`src/rtl/syndrome_calc_if.sv`:
```
// Symbol input and syndrome output bundle for the GF(2^5) syndrome calculator.
// The bench drives through the master modport and the design sits on the slave modport.
interface syndrome_calc_if;
    logic [4:0] datain;
    logic       data_valid;
    logic       start;
    logic [4:0] syn1;
    logic [4:0] syn2;
    logic [4:0] syn3;
    logic [4:0] syn4;
    logic       syn_valid;
    logic       no_error;
    logic       busy;

    modport master (
        output datain, data_valid, start,
        input  syn1, syn2, syn3, syn4, syn_valid, no_error, busy
    );

    modport slave (
        input  datain, data_valid, start,
        output syn1, syn2, syn3, syn4, syn_valid, no_error, busy
    );
endinterface

```
`src/rtl/syndrome_calc.sv`:
```
// Computes S1..S4 = r(alpha^j) for a 31-symbol codeword over GF(2^5), p(x)=x^5+x^2+1.
// Symbols arrive highest degree first and are folded in by Horner's rule.
module syndrome_calc #(
    parameter int NSYM = 31
) (
    input  logic           clock,
    input  logic           reset,
    syndrome_calc_if.slave bus
);
    localparam int DATA_W = 5;

    typedef enum logic {IDLE, ACCUM} state_t;

    // Multiply by alpha: shift left, fold x^5 back in as x^2+1.
    function automatic logic [DATA_W-1:0] gf_mul_a1(input logic [DATA_W-1:0] a);
        return {a[3], a[2], a[1] ^ a[4], a[0], a[4]};
    endfunction

    function automatic logic [DATA_W-1:0] gf_mul_a2(input logic [DATA_W-1:0] a);
        return gf_mul_a1(gf_mul_a1(a));
    endfunction

    function automatic logic [DATA_W-1:0] gf_mul_a3(input logic [DATA_W-1:0] a);
        return gf_mul_a1(gf_mul_a2(a));
    endfunction

    function automatic logic [DATA_W-1:0] gf_mul_a4(input logic [DATA_W-1:0] a);
        return gf_mul_a2(gf_mul_a2(a));
    endfunction

    state_t            state_q, state_d;
    logic [4:0]        count_q, count_d;
    logic [DATA_W-1:0] acc1_q, acc2_q, acc3_q, acc4_q;
    logic [DATA_W-1:0] acc1_d, acc2_d, acc3_d, acc4_d;
    logic [DATA_W-1:0] syn1_q, syn2_q, syn3_q, syn4_q;
    logic [DATA_W-1:0] syn1_d, syn2_d, syn3_d, syn4_d;
    logic              syn_valid_q, syn_valid_d;
    logic              no_error_q, no_error_d;
    logic              busy_q, busy_d;
    logic [DATA_W-1:0] nxt1, nxt2, nxt3, nxt4;

    always_comb begin
        nxt1 = gf_mul_a1(acc1_q) ^ bus.datain;
        nxt2 = gf_mul_a2(acc2_q) ^ bus.datain;
        nxt3 = gf_mul_a3(acc3_q) ^ bus.datain;
        nxt4 = gf_mul_a4(acc4_q) ^ bus.datain;

        state_d     = state_q;
        count_d     = count_q;
        acc1_d      = acc1_q;
        acc2_d      = acc2_q;
        acc3_d      = acc3_q;
        acc4_d      = acc4_q;
        syn1_d      = syn1_q;
        syn2_d      = syn2_q;
        syn3_d      = syn3_q;
        syn4_d      = syn4_q;
        no_error_d  = no_error_q;
        syn_valid_d = 1'b0;

        // A start always (re)opens a codeword, abandoning any partial one.
        if (bus.data_valid && bus.start) begin
            state_d = ACCUM;
            count_d = 5'd1;
            acc1_d  = bus.datain;
            acc2_d  = bus.datain;
            acc3_d  = bus.datain;
            acc4_d  = bus.datain;
        end else if (state_q == ACCUM && bus.data_valid) begin
            acc1_d = nxt1;
            acc2_d = nxt2;
            acc3_d = nxt3;
            acc4_d = nxt4;
            if (count_q == 5'(NSYM - 1)) begin
                state_d     = IDLE;
                count_d     = 5'd0;
                syn1_d      = nxt1;
                syn2_d      = nxt2;
                syn3_d      = nxt3;
                syn4_d      = nxt4;
                no_error_d  = ~(|{nxt1, nxt2, nxt3, nxt4});
                syn_valid_d = 1'b1;
            end else begin
                count_d = count_q + 5'd1;
            end
        end

        busy_d = (state_d == ACCUM);
    end

    always_ff @(posedge clock) begin
        if (reset) begin
            state_q     <= IDLE;
            count_q     <= 5'd0;
            acc1_q      <= '0;
            acc2_q      <= '0;
            acc3_q      <= '0;
            acc4_q      <= '0;
            syn1_q      <= '0;
            syn2_q      <= '0;
            syn3_q      <= '0;
            syn4_q      <= '0;
            syn_valid_q <= 1'b0;
            no_error_q  <= 1'b1;
            busy_q      <= 1'b0;
        end else begin
            state_q     <= state_d;
            count_q     <= count_d;
            acc1_q      <= acc1_d;
            acc2_q      <= acc2_d;
            acc3_q      <= acc3_d;
            acc4_q      <= acc4_d;
            syn1_q      <= syn1_d;
            syn2_q      <= syn2_d;
            syn3_q      <= syn3_d;
            syn4_q      <= syn4_d;
            syn_valid_q <= syn_valid_d;
            no_error_q  <= no_error_d;
            busy_q      <= busy_d;
        end
    end

    assign bus.syn1      = syn1_q;
    assign bus.syn2      = syn2_q;
    assign bus.syn3      = syn3_q;
    assign bus.syn4      = syn4_q;
    assign bus.syn_valid = syn_valid_q;
    assign bus.no_error  = no_error_q;
    assign bus.busy      = busy_q;
endmodule

```
`src/flat_wrapper.sv`:
```
// flat-port wrapper written by rule: the top's interface ports become plain ports
module syndrome_calc_flat 
#(
    parameter int NSYM = 31
)
  (clock, reset, bus_datain, bus_data_valid, bus_start, bus_syn1, bus_syn2, bus_syn3, bus_syn4, bus_syn_valid, bus_no_error, bus_busy);
  syndrome_calc_if bus_i ();
  input  logic clock;
  input  logic reset;
  input wire logic [$bits(bus_i.datain)-1:0] bus_datain;
  input wire logic [$bits(bus_i.data_valid)-1:0] bus_data_valid;
  input wire logic [$bits(bus_i.start)-1:0] bus_start;
  output wire logic [$bits(bus_i.syn1)-1:0] bus_syn1;
  output wire logic [$bits(bus_i.syn2)-1:0] bus_syn2;
  output wire logic [$bits(bus_i.syn3)-1:0] bus_syn3;
  output wire logic [$bits(bus_i.syn4)-1:0] bus_syn4;
  output wire logic [$bits(bus_i.syn_valid)-1:0] bus_syn_valid;
  output wire logic [$bits(bus_i.no_error)-1:0] bus_no_error;
  output wire logic [$bits(bus_i.busy)-1:0] bus_busy;
  assign bus_i.datain = bus_datain;
  assign bus_i.data_valid = bus_data_valid;
  assign bus_i.start = bus_start;
  assign bus_syn1 = bus_i.syn1;
  assign bus_syn2 = bus_i.syn2;
  assign bus_syn3 = bus_i.syn3;
  assign bus_syn4 = bus_i.syn4;
  assign bus_syn_valid = bus_i.syn_valid;
  assign bus_no_error = bus_i.no_error;
  assign bus_busy = bus_i.busy;
  syndrome_calc #(.NSYM(NSYM)) u_core (.clock(clock), .reset(reset), .bus(bus_i));
endmodule
```
`config.mk`:
```
export PLATFORM = sky130hd
export DESIGN_NAME = syndrome_calc_flat
export DESIGN_NICKNAME = d
export VERILOG_FILES = /design/src/rtl/syndrome_calc_if.sv /design/src/rtl/syndrome_calc.sv /design/src/flat_wrapper.sv
export SDC_FILE = /design/constraint.sdc
export NUM_CORES = 1
export LEC_CHECK = 0
export CAP_MARGIN = 40
export CORE_MARGIN = 3
export CORE_UTILIZATION = 38
export DETAILED_ROUTE_END_ITERATION = 6
export PLACE_DENSITY_LB_ADDON = 0.08
export SETUP_SLACK_MARGIN = 0.05
export SYNTH_ARGS = -nofsm -noshare
export SYNTH_HDL_FRONTEND = slang
export SYNTH_SLANG_ARGS = --single-unit
```
`constraint.sdc`:
```
create_clock -name clock -period 3.85 [get_ports clock]
set_input_delay 0.77 -clock clock [delete_from_list [all_inputs] [get_ports clock]]
set_output_delay 0.77 -clock clock [all_outputs]
set_load 0.005 [all_outputs]
```
==> flow_summary.json, run 1 <==
{
  "ir_drop_v": 0.000190,
  "cts-resized-gates": 0,
  "path_cells": "clkdlybuf4s50_1 > xor3_4 > a211o_1 > a2111oi_1 > a21bo_1",
  "hp-class": "reg2reg",
  "worstReg2RegEnd": "u_core.bus.syn2[2]",
  "crit_slowest_cell": "clkdlybuf4s50_1",
  "r2r_cells": 5,
  "outcome": "finished clean",
  "initial_utilization_pct": 40.4,
  "clock-root-buffer": "clkbuf_8",
  "tns_ns": 0,
  "final_area_sq_mm": 0.00291,
  "cp_num_buf_inv": 1,
  "r2r-start": "u_core.bus.busy",
  "drt-total-wl_mm": 6.30,
  "slew_violations": 0,
  "rsz0062_at_grt": "no",
  "synthToLayoutAreaGrowth_pct": 17.5,
  "dieWidth_microns": 86.8,
  "grtUsageTotal_pct": 17.9,
  "synth_area_leaders": "dfxtp_1 39%, xnor2_1 8.1%, nor2_1 3.6%",
  "via_count": 2069,
  "crit_path_end_kind": "register",
  "antenna_cells": 0,
  "post_cts_buffers": 0,
  "r2r_slack_ns": 1.70,
  "max-slew-margin-rel_pct": 57.2,
  "finalWorstSetupSlack_ns": 1.25,
  "maxCapViolCount": 0,
  "critPathLaunchType": "input pin",
  "crit_path_max_fanout": 12,
  "rows": 28,
  "seqPwrFrac_pct": 49.8,
  "yosysSeqAreaShare_pct": 38.7,
  "grt_pass1_vias": 1941,
  "ys_seq_elements": 48,
  "comb_power_share_pct": 16.1,
  "async_flop_share_pct": 0,
  "max_slew.worst_pin.slew_ns": 0.640,
  "syn_inst": 282,
  "pwr-share-clk_pct": 34.1,
  "path_class": "in2reg",
  "switchingPower_w": 0.000310,
  "placed_cells": 367,
  "cts_buffer_depth": 2,
  "synth_most_common_cell": "dfxtp_1",
  "pre_cts_ws_ns": 0.947,
  "cts_max_level": 2,
  "path_clk_slew_ns": 0.09,
  "wire_per_inst_microns": 16.8,
  "nets": 310,
  "grt_pass1_wl_mm": 10.3,
  "core_sq_mm": 0.00613,
  "p_int_w": 0.000786,
  "setup.worst_path.end": "u_core.bus.no_error",
  "drc": 0,
  "switching_share_pct": 28.2,
  "ant_nets": 0,
  "ys.flop_type": "dfxtp_1",
  "grt_max_degree": 25,
  "cts_buffers": 5,
  "portBuffers": 31,
  "fin_cells": 375,
  "cp.depth": 5,
  "yosysWarnings": 0,
  "first_pass_iters": 4,
  "cts_tree": "done",
  "syn_nets": 293,
  "synth_top_area_share_pct": 38.7,
  "clk_latency_ns": 0.32,
  "leakage_nw": 1.05,
  "drt_iter0_drc": 109,
  "viasPerCell": 5.52,
  "place.gp.congestion": 0.829,
  "arrival_ns": 2.86,
  "antenna_found_initial": 0,
  "die_area_sq_mm": 0.00753,
  "placed_area_sq_mm": 0.00280,
  "num_io_pins": 32,
  "syn_area_sq_mm": 0.00248,
  "critPathTopFamily": "compound AO/OA/AOI/OAI gates",
  "crit_required_ns": 4.12,
  "fin_crit_ns": 2.60,
  "synth_edf_count": 0,
  "finalCritPeriodShare_pct": 67.5,
  "ctsHoldBuffers": 0,
  "clock_sinks": 48,
  "synth_commonest_cells": "48 x dfxtp_1, 24 x nor2_1, 23 x xnor2_1",
  "syn_area_per_cell_sq_um": 8.79,
  "synth_top_area_cell": "dfxtp_1",
  "hpwl_mm": 4.53,
  "cp-startpoint": "bus_datain[0]",
  "fmax_mhz": 385,
  "powerDensity_mw_per_mm2": 376,
  "fp.dieH_microns": 86.8,
  "drive_gt1_share_pct": 5.67,
  "hold_viol_final": 0,
  "cp_slowest_stage_delay_ns": 0.77,
  "ys_types": 55,
  "finalSetupViolations": 0,
  "overflow": 0,
  "finClkSkew_ns": 0.00695
}
layout by cell type (no fill, tap or decap), drive strengths merged, types with 3 or more instances in the layout:
| cell type | instances |
|---|---|
| nand3b | 7 |
| a211oi | 11 |
| a21oi | 15 |
| a22oi | 6 |
| a2111oi | 3 |
| a22o | 8 |
| a21o | 10 |
| mux2i | 7 |
| inv | 6 |
| clkbuf | 5 |
| xnor2 | 23 |
| dfxtp | 48 |
| xor2 | 7 |
| buf | 4 |
| nor2 | 24 |
| o21ai | 17 |
| clkdlybuf4s50 | 31 |
| nand2 | 20 |
| or3b | 3 |
flip-flops by register name, indices dropped and copies added (netlist names):
name	cells
u_core.bus.syn4	5
u_core.acc4_q	5
u_core.bus.no_error	1
u_core.acc3_q	5
u_core.bus.syn2	5
u_core.bus.busy	1
u_core.count_q	5
u_core.bus.syn1	5
u_core.acc1_q	5
u_core.acc2_q	5
u_core.bus.syn_valid	1
u_core.bus.syn3	5
kinds of logic (layout without fill, tap and decap cells):
kind of cell	count (synthesis)	count (layout)	synth area share, %
AOI/OAI and AO/OA	86	86	23.9
and+or+nand+nor	75	75	15.4
adders and majority gates	2	2	1.01
DFF	48	48	38.7
muxes	7	7	2.83
xor gates and xnor gates	32	32	12.6
buffers and inverters	32	50	5.55
power by group through the flow:
| stage | Sequential (W) | Clock, W | Combinational [W] |
|---|---|---|---|
| after floorplan | 0.000538 | 0 | 0.000144 |
| after global placement | 0.000557 | 0 | 0.000176 |
| after detailed placement | 0.000557 | 0 | 0.000177 |
| after CTS | 0.000545 | 0.000382 | 0.000178 |
| after global routing | 0.000548 | 0.000404 | 0.000196 |
| final | 0.000545 | 0.000374 | 0.000177 |
worst register-to-register path: cells and delay by family, from the launching register on:
kind                   cells  cell delay [ns]
buffers and inverters      1             0.20
and+or+nand+nor            3             1.04
DFF                        1             0.73
AOI/OAI and AO/OA          1             0.15
area by class of cell:
class                      count  area [sq um]
clock buffer                   5          68.8
clock inverter                 3          42.5
fill                         608          3220
inverter                       7          26.3
multi-input combinational    202          1380
sequential                    48           961
tap                           75          93.8
timing repair buffer          35           340
metrics by stage:
stage	hold WS [ns]	power, W	util (%)
3_5_place_dp	0.445	0.000734	45.7
4_1_cts	0.466	0.00111	47.5
2_1_floorplan	0.449	0.000682	-
3_3_place_gp	0.435	0.000733	45.7
6_report	0.458	0.00110	47.5
5_1_grt	0.482	0.00115	47.5
routing by layer:
layer	part of all wire (%)	GRT usage (%)	up-vias
met5	0	0	-
met4	1.1	6.23	0
met3	5.3	2.95	8
met2	45	27.5	45
met1	48	25.2	978
li1	-	-	1038
worst min path at each step:
stage | start | to | slack (ns) | cells past startpoint
after global placement | u_core.bus.syn3[0] | u_core.bus.syn3[0] | 0.44 | 2
final | u_core.bus.syn2[4] | u_core.bus.syn2[4] | 0.46 | 2
after global routing | u_core.bus.syn3[0] | u_core.bus.syn3[0] | 0.48 | 2
after detailed placement | u_core.bus.syn3[2] | u_core.bus.syn3[2] | 0.44 | 2
after floorplan | u_core.bus.syn1[0] | u_core.bus.syn1[0] | 0.45 | 2
after CTS | u_core.bus.syn3[2] | u_core.bus.syn3[2] | 0.47 | 2
No activity file was read; power rests on OpenSTA's default activity.
==> inputs of run 2 (changes only) <==
Clock period 3.85 ns to 2.3 ns, I/O delays scaled along.
==> run 2 against run 1 <==
- worst setup slack worse by 0.86 ns
- cell count up 4.0%
- clock skew up 0.0050 ns
- global-route usage up 1.3 points
- largest cell class unchanged
==> flow_summary.json, run 2 (same netlist as run 1, synthesis figures left out) <==
{
  "arrival_ns": 1.45,
  "r2r_slack_ns": 0.46,
  "rows": 28,
  "p_int_w": 0.00125,
  "max_slew.worst_pin.slew_ns": 0.481,
  "switching_share_pct": 28.6,
  "first_pass_iters": 4,
  "place.gp.congestion": 0.843,
  "path_clk_slew_ns": 0.08,
  "timing.hold.ws_ns": 0.460,
  "antenna_found_initial": 0,
  "crit_slowest_cell": "clkdlybuf4s50_1",
  "worstReg2RegEnd": "u_core.bus.no_error",
  "crit_path_max_fanout": 11,
  "synthToLayoutAreaGrowth_pct": 21.3,
  "critPathLaunchType": "register",
  "cts_buffers": 5,
  "cts_tree": "done",
  "slew_violations": 0,
  "cts-resized-gates": 0,
  "fmax_mhz": 524,
  "outcome": "finished clean",
  "critPathTopFamily": "buffers and inverters",
  "via_count": 2129,
  "switchingPower_w": 0.000501,
  "overflow": 0,
  "hpwl_mm": 5.08,
  "min_to": "u_core.bus.syn3[0]",
  "portBuffers": 31,
  "dieWidth_microns": 86.8,
  "comb_power_share_pct": 18.0,
  "drt_iter0_drc": 118,
  "clock-root-buffer": "clkbuf_8",
  "nets": 325,
  "hold_viol_final": 0,
  "maxCapViolCount": 0,
  "final_cell_mix": "48 x dfxtp_1, 31 x clkdlybuf4s50_1, 24 x nor2_1, 23 x xnor2_1, 20 x nand2_1",
  "finClkSkew_ns": 0.0119,
  "clock_sinks": 48,
  "cp_slowest_stage_delay_ns": 0.58,
  "fin_crit_ns": 1.91,
  "post_cts_buffers": 0,
  "hp-class": "reg2reg",
  "ant_nets": 0,
  "r2r_cells": 4,
  "seqPwrFrac_pct": 52.0,
  "wire_per_inst_microns": 17.2,
  "antenna_cells": 0,
  "pwr-share-clk_pct": 30.0,
  "cts_buffer_depth": 2,
  "r2r-start": "u_core.acc4_q[1]",
  "die_area_sq_mm": 0.00753,
  "ctsHoldBuffers": 0,
  "min_delay_path_depth": 2,
  "crit_required_ns": 1.84,
  "grt_pass1_vias": 2084,
  "num_io_pins": 32,
  "path_cells": "clkdlybuf4s50_1",
  "initial_utilization_pct": 40.4,
  "max-slew-margin-rel_pct": 67.7,
  "grt_pass1_wl_mm": 11.1,
  "tns_ns": 0,
  "path_class": "reg2out",
  "rsz0062_at_grt": "no",
  "core_sq_mm": 0.00613,
  "drc": 0,
  "clk_latency_ns": 0.30,
  "cts_max_level": 2,
  "hp-start": "u_core.bus.syn3[0]",
  "fp.dieH_microns": 86.8,
  "viasPerCell": 5.46,
  "final_common_cell": "dfxtp_1",
  "ir_drop_v": 0.000266,
  "cp_num_buf_inv": 1,
  "crit_path_end_kind": "output pin",
  "leakage_nw": 1.12,
  "finalCritPeriodShare_pct": 83.0,
  "powerDensity_mw_per_mm2": 582,
  "drive_gt1_share_pct": 10.2,
  "grtUsageTotal_pct": 19.2,
  "finalSetupViolations": 0,
  "grt_max_degree": 16,
  "drt-total-wl_mm": 6.69,
  "filler_cell_count": 617
}
-- run 2: changes by cell type in the layout (fill, tap and decap cells not counted), sizes merged --
cell / previous run / this run
clkinvlp: 1 / 0
buf: 4 / 19
clkinv: 2 / 3
bufinv: 1 / 0
clkbuf: 5 / 6
-- run 2: power by group through the flow --
stage	logic (W)	clock network, W	registers (W)
after global routing	0.000348	0.000571	0.000915
after floorplan	0.000242	0	0.000900
final	0.000315	0.000526	0.000910
after CTS	0.000315	0.000540	0.000909
after detailed placement	0.000314	0	0.000929
after global placement	0.000311	0	0.000929
-- run 2: worst max-delay path by stage --
stage / slack (ns) / depth (start not counted) / start / end
3_5_place_dp: 0.11 / 5 / bus_datain[0] / u_core.bus.no_error
6_report: 0.39 / 1 / u_core.bus.busy / bus_busy
3_3_place_gp: 0.15 / 5 / bus_datain[0] / u_core.bus.no_error
5_1_grt: 0.34 / 5 / bus_datain[0] / u_core.bus.no_error
4_1_cts: 0.36 / 1 / u_core.bus.busy / bus_busy
2_1_floorplan: 0.57 / 5 / bus_datain[1] / u_core.bus.no_error
-- run 2: final cells by class --
cell class | instances | area [sq um] | area share, %
sequential | 48 | 961 | 31.9
clock buffer | 6 | 82.6 | 2.75
tap | 75 | 93.8 | 3.12
multi-input combinational | 202 | 1380 | 45.9
inverter | 7 | 26.3 | 0.874
timing repair buffer | 50 | 453 | 15.1
clock inverter | 2 | 10.0 | 0.333
-- run 2: per-layer routing --
layer | wire, microns | part of all wire [%] | track usage (%) | vias to the layer above
li1 | - | - | - | 1067
met1 | 3220 | 48 | 26.5 | 999
met2 | 3040 | 45 | 31.0 | 56
met3 | 355 | 5.3 | 3.23 | 7
met4 | 78 | 1.2 | 4.82 | 0
met5 | 0 | 0 | 0 | -
-- run 2: worst register-to-register path, stage by stage, from the launching register on --
cell	delay [ns]
dfxtp_1	0.42
xor3_4	0.55
a211o_1	0.28
a2111oi_1	0.38
a21bo_1	0.16
-- run 2: per-stage QoR --
stage	cell area, sq um	util [%]	instances	worst slack, ns	total power (W)
finish	3010	49.1	390	0.390	0.00175
global route	3010	49.1	390	0.340	0.00183
CTS	3010	49.1	390	0.364	0.00176
detailed placement	2920	47.6	382	0.113	0.00124
global placement	2920	47.6	382	0.148	0.00124
floorplan	2480	-	282	0.569	0.00114
